<file path="src/rtl/dcache_pkg.sv">
// Shared constants, FSM state type and line helpers for the data cache
// controller. Optional build macro used by the top: DCACHE_STATS_EN.
package dcache_pkg;

  localparam int ADDR_BITS   = 12;
  localparam int OFFSET_BITS = 4;
  localparam int LINE_BITS   = 128;
  localparam int WORD_BITS   = 32;

  typedef enum logic [1:0] {
    IDLE    = 2'd0,
    RD_MISS = 2'd1,
    WR_MEM  = 2'd2
  } state_t;

  // Pick one 32-bit word out of a 16-byte line (word 0 in the low bits).
  function automatic logic [WORD_BITS-1:0] line_word(input logic [LINE_BITS-1:0] line,
                                                     input logic [1:0]           sel);
    return line[{sel, 5'b00000} +: WORD_BITS];
  endfunction

endpackage

</file>
<file path="src/rtl/dcache_array.sv">
// Direct-mapped storage: valid bits, tags and 16-byte lines. Lookup is
// combinational; a whole line is written on fill, a single word on a store hit.
module dcache_array
  import dcache_pkg::*;
#(
  parameter int INDEX_BITS = 5,
  parameter int TAG_BITS   = ADDR_BITS - OFFSET_BITS - INDEX_BITS
) (
  input  logic                  clk,
  input  logic                  reset,
  input  logic [INDEX_BITS-1:0] i_rd_index,
  output logic                  o_rd_valid,
  output logic [TAG_BITS-1:0]   o_rd_tag,
  output logic [LINE_BITS-1:0]  o_rd_line,
  input  logic                  i_fill_en,
  input  logic [INDEX_BITS-1:0] i_fill_index,
  input  logic [TAG_BITS-1:0]   i_fill_tag,
  input  logic [LINE_BITS-1:0]  i_fill_line,
  input  logic                  i_wr_en,
  input  logic [INDEX_BITS-1:0] i_wr_index,
  input  logic [1:0]            i_wr_word,
  input  logic [WORD_BITS-1:0]  i_wr_data
);

  localparam int LINES = 1 << INDEX_BITS;

  logic [LINES-1:0]     r_valid;
  logic [TAG_BITS-1:0]  r_tag  [LINES];
  logic [LINE_BITS-1:0] r_data [LINES];

  assign o_rd_valid = r_valid[i_rd_index];
  assign o_rd_tag   = r_tag[i_rd_index];
  assign o_rd_line  = r_data[i_rd_index];

  // Valid bits: cleared by reset, set when a line fill lands.
  always_ff @(posedge clk) begin
    if (reset)          r_valid <= '0;
    else if (i_fill_en) r_valid[i_fill_index] <= 1'b1;
  end

  // Tag/data payload needs no reset; it is ignored until its valid bit is set.
  always_ff @(posedge clk) begin
    if (i_fill_en) begin
      r_tag[i_fill_index]  <= i_fill_tag;
      r_data[i_fill_index] <= i_fill_line;
    end else if (i_wr_en) begin
      r_data[i_wr_index][{i_wr_word, 5'b00000} +: WORD_BITS] <= i_wr_data;
    end
  end

endmodule

</file>
<file path="src/rtl/dcache_ctrl.sv">
// Direct-mapped, write-through, no-write-allocate data cache controller.
// Reads hit in one cycle; misses fetch a full line; every store goes to
// memory and updates the cached word only when the line is resident.
// Define DCACHE_STATS_EN to add saturating hit_count/miss_count outputs.
module dcache_ctrl
  import dcache_pkg::*;
#(
  parameter int INDEX_BITS = 5
) (
  input  logic                 clk,
  input  logic                 reset,
  input  logic [ADDR_BITS-1:0] cpu_addr,
  input  logic [31:0]          cpu_wdata,
  input  logic                 cpu_re,
  input  logic                 cpu_we,
  output logic [31:0]          cpu_rdata,
  output logic                 stall,
  output logic [ADDR_BITS-1:0] mem_addr,
  output logic [31:0]          mem_wdata,
  output logic                 mem_we,
  output logic                 mem_re,
  output logic                 hit,
  output logic                 miss,
  input  logic [LINE_BITS-1:0] mem_rdata,
  input  logic                 mem_ready
`ifdef DCACHE_STATS_EN
  ,
  output logic [15:0]          hit_count,
  output logic [15:0]          miss_count
`endif
);

  localparam int TAG_BITS = ADDR_BITS - OFFSET_BITS - INDEX_BITS;

  state_t                  r_state, w_state_nxt;
  logic                    r_lat_hit;
  logic [ADDR_BITS-1:2]    r_lat_addr;
  logic [31:0]             r_lat_wdata;

  logic [INDEX_BITS-1:0]   w_index;
  logic [TAG_BITS-1:0]     w_tag;
  logic                    w_rd_valid;
  logic [TAG_BITS-1:0]     w_rd_tag;
  logic [LINE_BITS-1:0]    w_rd_line;
  logic                    w_lookup_hit;
  logic                    w_latch;
  logic                    w_fill;
  logic                    w_wr;
  logic                    w_unused;

  assign w_index      = cpu_addr[OFFSET_BITS +: INDEX_BITS];
  assign w_tag        = cpu_addr[ADDR_BITS-1 -: TAG_BITS];
  assign w_lookup_hit = w_rd_valid && (w_rd_tag == w_tag);
  // Byte-within-word bits never matter: accesses are whole words.
  assign w_unused     = &{1'b0, cpu_addr[1:0]};

  dcache_array #(
    .INDEX_BITS (INDEX_BITS)
  ) u_array (
    .clk          (clk),
    .reset        (reset),
    .i_rd_index   (w_index),
    .o_rd_valid   (w_rd_valid),
    .o_rd_tag     (w_rd_tag),
    .o_rd_line    (w_rd_line),
    .i_fill_en    (w_fill),
    .i_fill_index (r_lat_addr[OFFSET_BITS +: INDEX_BITS]),
    .i_fill_tag   (r_lat_addr[ADDR_BITS-1 -: TAG_BITS]),
    .i_fill_line  (mem_rdata),
    .i_wr_en      (w_wr),
    .i_wr_index   (r_lat_addr[OFFSET_BITS +: INDEX_BITS]),
    .i_wr_word    (r_lat_addr[3:2]),
    .i_wr_data    (r_lat_wdata)
  );

  // State register.
  always_ff @(posedge clk) begin
    if (reset) r_state <= IDLE;
    else       r_state <= w_state_nxt;
  end

  // Capture the request and its lookup result when leaving IDLE, so the
  // memory transaction stays steady regardless of later lookups.
  always_ff @(posedge clk) begin
    if (reset) begin
      r_lat_hit   <= 1'b0;
      r_lat_addr  <= '0;
      r_lat_wdata <= '0;
    end else if (w_latch) begin
      r_lat_hit   <= w_lookup_hit;
      r_lat_addr  <= cpu_addr[ADDR_BITS-1:2];
      r_lat_wdata <= cpu_wdata;
    end
  end

  // Next state and all controller outputs. Stores take priority over loads.
  always_comb begin
    w_state_nxt = r_state;
    stall       = 1'b0;
    mem_re      = 1'b0;
    mem_we      = 1'b0;
    hit         = 1'b0;
    miss        = 1'b0;
    mem_addr    = '0;
    mem_wdata   = '0;
    cpu_rdata   = '0;
    w_latch     = 1'b0;
    w_fill      = 1'b0;
    w_wr        = 1'b0;
    case (r_state)
      IDLE: begin
        if (cpu_we) begin
          stall       = 1'b1;
          w_latch     = 1'b1;
          w_state_nxt = WR_MEM;
        end else if (cpu_re) begin
          if (w_lookup_hit) begin
            cpu_rdata = line_word(w_rd_line, cpu_addr[3:2]);
          end else begin
            stall       = 1'b1;
            w_latch     = 1'b1;
            w_state_nxt = RD_MISS;
          end
        end
      end
      RD_MISS: begin
        // Stall holds through the fill cycle; the retried lookup returns data.
        stall    = 1'b1;
        mem_re   = 1'b1;
        miss     = 1'b1;
        mem_addr = {r_lat_addr[ADDR_BITS-1:OFFSET_BITS], {OFFSET_BITS{1'b0}}};
        if (mem_ready) begin
          w_fill      = 1'b1;
          w_state_nxt = IDLE;
        end
      end
      WR_MEM: begin
        // Release the processor in the completion cycle itself.
        stall     = ~mem_ready;
        mem_we    = 1'b1;
        hit       = r_lat_hit;
        miss      = ~r_lat_hit;
        mem_addr  = {r_lat_addr, 2'b00};
        mem_wdata = r_lat_wdata;
        if (mem_ready) begin
          w_wr        = r_lat_hit;
          w_state_nxt = IDLE;
        end
      end
      default: w_state_nxt = IDLE;
    endcase
  end

`ifdef DCACHE_STATS_EN
  logic        r_refill;
  logic [15:0] r_hit_cnt;
  logic [15:0] r_miss_cnt;
  logic        w_hit_evt;
  logic        w_miss_evt;

  // The lookup right after a fill completes the same miss; do not count it.
  assign w_hit_evt  = ((r_state == IDLE) && !cpu_we && cpu_re && w_lookup_hit && !r_refill) ||
                      ((r_state == WR_MEM) && mem_ready && r_lat_hit);
  assign w_miss_evt = ((r_state == RD_MISS) && mem_ready) ||
                      ((r_state == WR_MEM) && mem_ready && !r_lat_hit);

  // Saturating access counters.
  always_ff @(posedge clk) begin
    if (reset) begin
      r_refill   <= 1'b0;
      r_hit_cnt  <= '0;
      r_miss_cnt <= '0;
    end else begin
      r_refill <= w_fill;
      if (w_hit_evt && (r_hit_cnt != 16'hFFFF))   r_hit_cnt  <= r_hit_cnt + 16'd1;
      if (w_miss_evt && (r_miss_cnt != 16'hFFFF)) r_miss_cnt <= r_miss_cnt + 16'd1;
    end
  end

  assign hit_count  = r_hit_cnt;
  assign miss_count = r_miss_cnt;
`endif

endmodule

</file>
<file path="config.mk">
export PLATFORM = sky130hd
export DESIGN_NAME = dcache_ctrl
export DESIGN_NICKNAME = d
export VERILOG_FILES = /design/src/rtl/dcache_pkg.sv /design/src/rtl/dcache_array.sv /design/src/rtl/dcache_ctrl.sv
export SDC_FILE = /design/constraint.sdc
export NUM_CORES = 2
export LEC_CHECK = 0
export BUFFER_PORTS_ARGS = -buffer_cell sky130_fd_sc_hd__buf_2
export CORE_MARGIN = 1.5
export CORE_UTILIZATION = 25
export CTS_CLUSTER_DIAMETER = 120
export DETAILED_ROUTE_END_ITERATION = 16
export GPL_ROUTABILITY_DRIVEN = 0
export PLACE_DENSITY_LB_ADDON = 0.2
export SLEW_MARGIN = 30
export SYNTH_ARGS = -nofsm -noshare
export SYNTH_HDL_FRONTEND = slang
export SYNTH_MEMORY_MAX_BITS = 65536
export SYNTH_SLANG_ARGS = --single-unit
</file>
<file path="constraint.sdc">
create_clock -name clk -period 5.8 [get_ports clk]
set_input_delay 0.58 -clock clk [delete_from_list [all_inputs] [get_ports clk]]
set_output_delay 0.58 -clock clk [all_outputs]
set_load 0.05 [all_outputs]
</file>
==> results.sh <==
export IMPL_clock_sinks=4269
export IMPL_cts_resized=0
export IMPL_cp_cell_sequence="buf_12 > buf_12 > buf_4 > mux4_2 > mux4_2 > mux4_2 > mux2i_1 > buf_4 > nor2_1 > buf_12"
export IMPL_drtIter0Drc=8873
export IMPL_synth_ff_type="edfxtp_1"
export IMPL_wl_per_cell_um=33.2
export IMPL_num_nets_final=7996
export IMPL_cts_tree="built"
export IMPL_ys_seq_area_frac=0.773
export IMPL_ir_drop_mv=0.262
export IMPL_drv_cap=0
export IMPL_hold_slack_ns=-0.00471
export IMPL_start_kind="input port"
export IMPL_layout_drive_gt1_share=0.357
export IMPL_synth_area_leader_cell="edfxtp_1"
export IMPL_syn2layout_area_growth_pct=19.5
export IMPL_max_stage_delay_ns=0.63
export IMPL_setup_tns_ns=0
export IMPL_yosys_warnings=0
export IMPL_violations="hold timing"
export IMPL_fin_crit_ns=4.95
export IMPL_worst_ep_arrival_time_ns=4.37
export IMPL_vias_per_cell=4.72
export IMPL_fmax_ghz=0.202
export IMPL_die_y_um=815
export IMPL_drcViolationCount=0
export IMPL_status="finished, violations left"
export IMPL_worstMarginPinSlew_ns=1.09
export IMPL_path_clk_slew_ns=0.06
export IMPL_grt_pass1_vias=82400
export IMPL_portBuffers=253
export IMPL_dp_hpwl_um=342000
export IMPL_synthTopCellsByArea="edfxtp_1, mux4_2, dfxtp_1, nor2_1, nand2_1"
export IMPL_grtUsageTotal=0.165
export IMPL_synth_most_common_cell="edfxtp_1"
export IMPL_h_tree_depth=5
export IMPL_grt_setup_unrepaired="false"
export IMPL_skew_ns=0.0510
export IMPL_ant_nets=0
export IMPL_core_area_um2=658000
export IMPL_synth_edf_count=4192
export IMPL_dr_pass1_iters=7
export IMPL_power_leakage_uw=0.0604
export IMPL_synth_seq_cells=4269
export IMPL_cts_buffer_depth=4
export IMPL_dr_total_vias=80000
export IMPL_final_max_slew_viol_count=0
export IMPL_fin_crit_sh=0.853
export IMPL_yosys_area_top_type_share=0.764
export IMPL_fin_ws_ns=0.855
export IMPL_cp_end_kind="primary output"
export IMPL_initial_core_util=0.251
export IMPL_post_cts_buffers=0
export IMPL_grt_ovfl_total=0
export IMPL_design_die_area_um2=664000
export IMPL_final_core_utilization=0.300
export IMPL_setup_viol=0
export IMPL_crit_slowest_cell="mux4_2"
export IMPL_synthArstFlopShare=0
export IMPL_grt_start_max_net_pins=104
export IMPL_criticalPathCategory="in -> out"
export IMPL_synthTopCellsByCount="edfxtp_1, mux4_2, nor2_1"
export IMPL_grt_pass1_wl_um=749000
export IMPL_die_width_um=815
export IMPL_ctsHoldBuffers=39
export IMPL_antenna_found_initial=66
export IMPL_synthDistinctLibCells=40
export IMPL_syn_area_um2=165000
export IMPL_syn_avg_cell_area_um2=23.5
export IMPL_cts_inserted_buffers=449
export IMPL_crit_required_ns=5.22
export IMPL_worstHoldPathType="in -> reg"
export IMPL_clk_latency_ns=1.05
export IMPL_crit_fanout=39
export IMPL_routed_wl_um=563000
export IMPL_root_buffer="clkbuf_16"
export IMPL_r2r_slack_ns=1.51
export IMPL_num_rows=298
export IMPL_hold_violations=1
export IMPL_slew_headroom=0.270
export IMPL_pre_cts_ws_ns=0.759
export IMPL_power_density_nw_per_um2=337
export IMPL_synthCells=7016
export IMPL_ios=258
-- final timing paths --
| path | from | to | cells after the start |
|---|---|---|---|
| min reg2reg | u_array.r_valid[4]$_SDFFE_PP0P_ | u_array.r_valid[4]$_SDFFE_PP0P_ | 2 |
| max reg2reg | r_lat_hit$_SDFFE_PP0P_ | u_array.r_data[22][34]$_DFFE_PP_ | 6 |
| max | cpu_addr[4] | cpu_rdata[4] | 10 |
| min | reset | r_lat_wdata[7]$_SDFFE_PP0P_ | 2 |
-- state kept, by name, indices dropped and copies added, names as in the netlist --
signal,flops
r_lat_addr,10
u_array.r_valid,32
r_state,2
u_array.r_data,4096
r_lat_wdata,32
u_array.r_tag,96
r_lat_hit,1
-- placed cells by master (no fill, tap or decap), types with 11 or more instances in the layout --
| cell type | count |
|---|---|
| a22oi_1 | 19 |
| and2_1 | 43 |
| buf_12 | 90 |
| buf_16 | 30 |
| buf_2 | 212 |
| buf_4 | 365 |
| bufinv_16 | 35 |
| clkbuf_1 | 86 |
| clkbuf_16 | 455 |
| clkbuf_8 | 12 |
| clkinv_1 | 109 |
| clkinv_2 | 87 |
| clkinvlp_4 | 17 |
| dfxtp_1 | 66 |
| dfxtp_2 | 11 |
| diode_2 | 61 |
| dlygate4sd3_1 | 39 |
| edfxtp_1 | 4192 |
| mux2i_1 | 110 |
| mux4_2 | 1360 |
| nand2_1 | 298 |
| nor2_1 | 178 |
| nor2_4 | 128 |
| o21ai_1 | 60 |
| o21ai_4 | 59 |
-- routing by layer --
layer	wire, um	track usage	vias up
li1	-	-	31600
met1	234000	0.218	45000
met2	282000	0.281	2682
met3	30600	0.0262	666
met4	16000	0.0453	14
met5	95	0	-
-- per-stage QoR --
step	hold slack (ns)	cell area, um^2	cells	power (uW)
3_5_place_dp	0.456	182000	16000	38800
2_1_floorplan	0.435	165000	7017	36800
3_3_place_gp	0.452	181000	16000	38800
5_1_grt	0.00719	197000	16900	68400
6_report	-0.00471	197000	16900	66400
4_1_cts	0.0713	197000	16900	67100
-- area by class of cell --
type	instances	area [um^2]
clock inverter	271	2400
sequential	4269	127000
clock buffer	553	11900
multi-input combinational	2338	37300
tap	8700	10900
fill	63600	461000
inverter	6	22.5
antenna	61	153
timing repair buffer	746	6960
-- worst max-delay path, delay by kind of cell --
family | cells | cell delay, ns
mux | 4 | 2.07
buf+inv | 5 | 1.49
simple gates | 1 | 0.09
-- power breakdown --
group,internal (uW),switching (uW),leakage [uW]
Sequential,34000,130,0.0383
Clock,16000,12300,0.00697
Combinational,1410,2600,0.0151
Total,51400,15000,0.0604
-- cells by family (layout without fill, tap and decap cells) --
logic type / count (synthesis) / after routing / share of synthesized area
xor+xnor: 3 / 3 / 0.000159
mux: 1471 / 1471 / 0.193
fa+ha+maj: 9 / 9 / 0.000683
simple gates: 688 / 688 / 0.0169
compound gates: 165 / 165 / 0.00550
buf+inv: 410 / 1576 / 0.0112
flops: 4269 / 4269 / 0.773
other cells: 1 / 63 / 0.0000227
No activity file was read; power rests on OpenSTA's default activity.
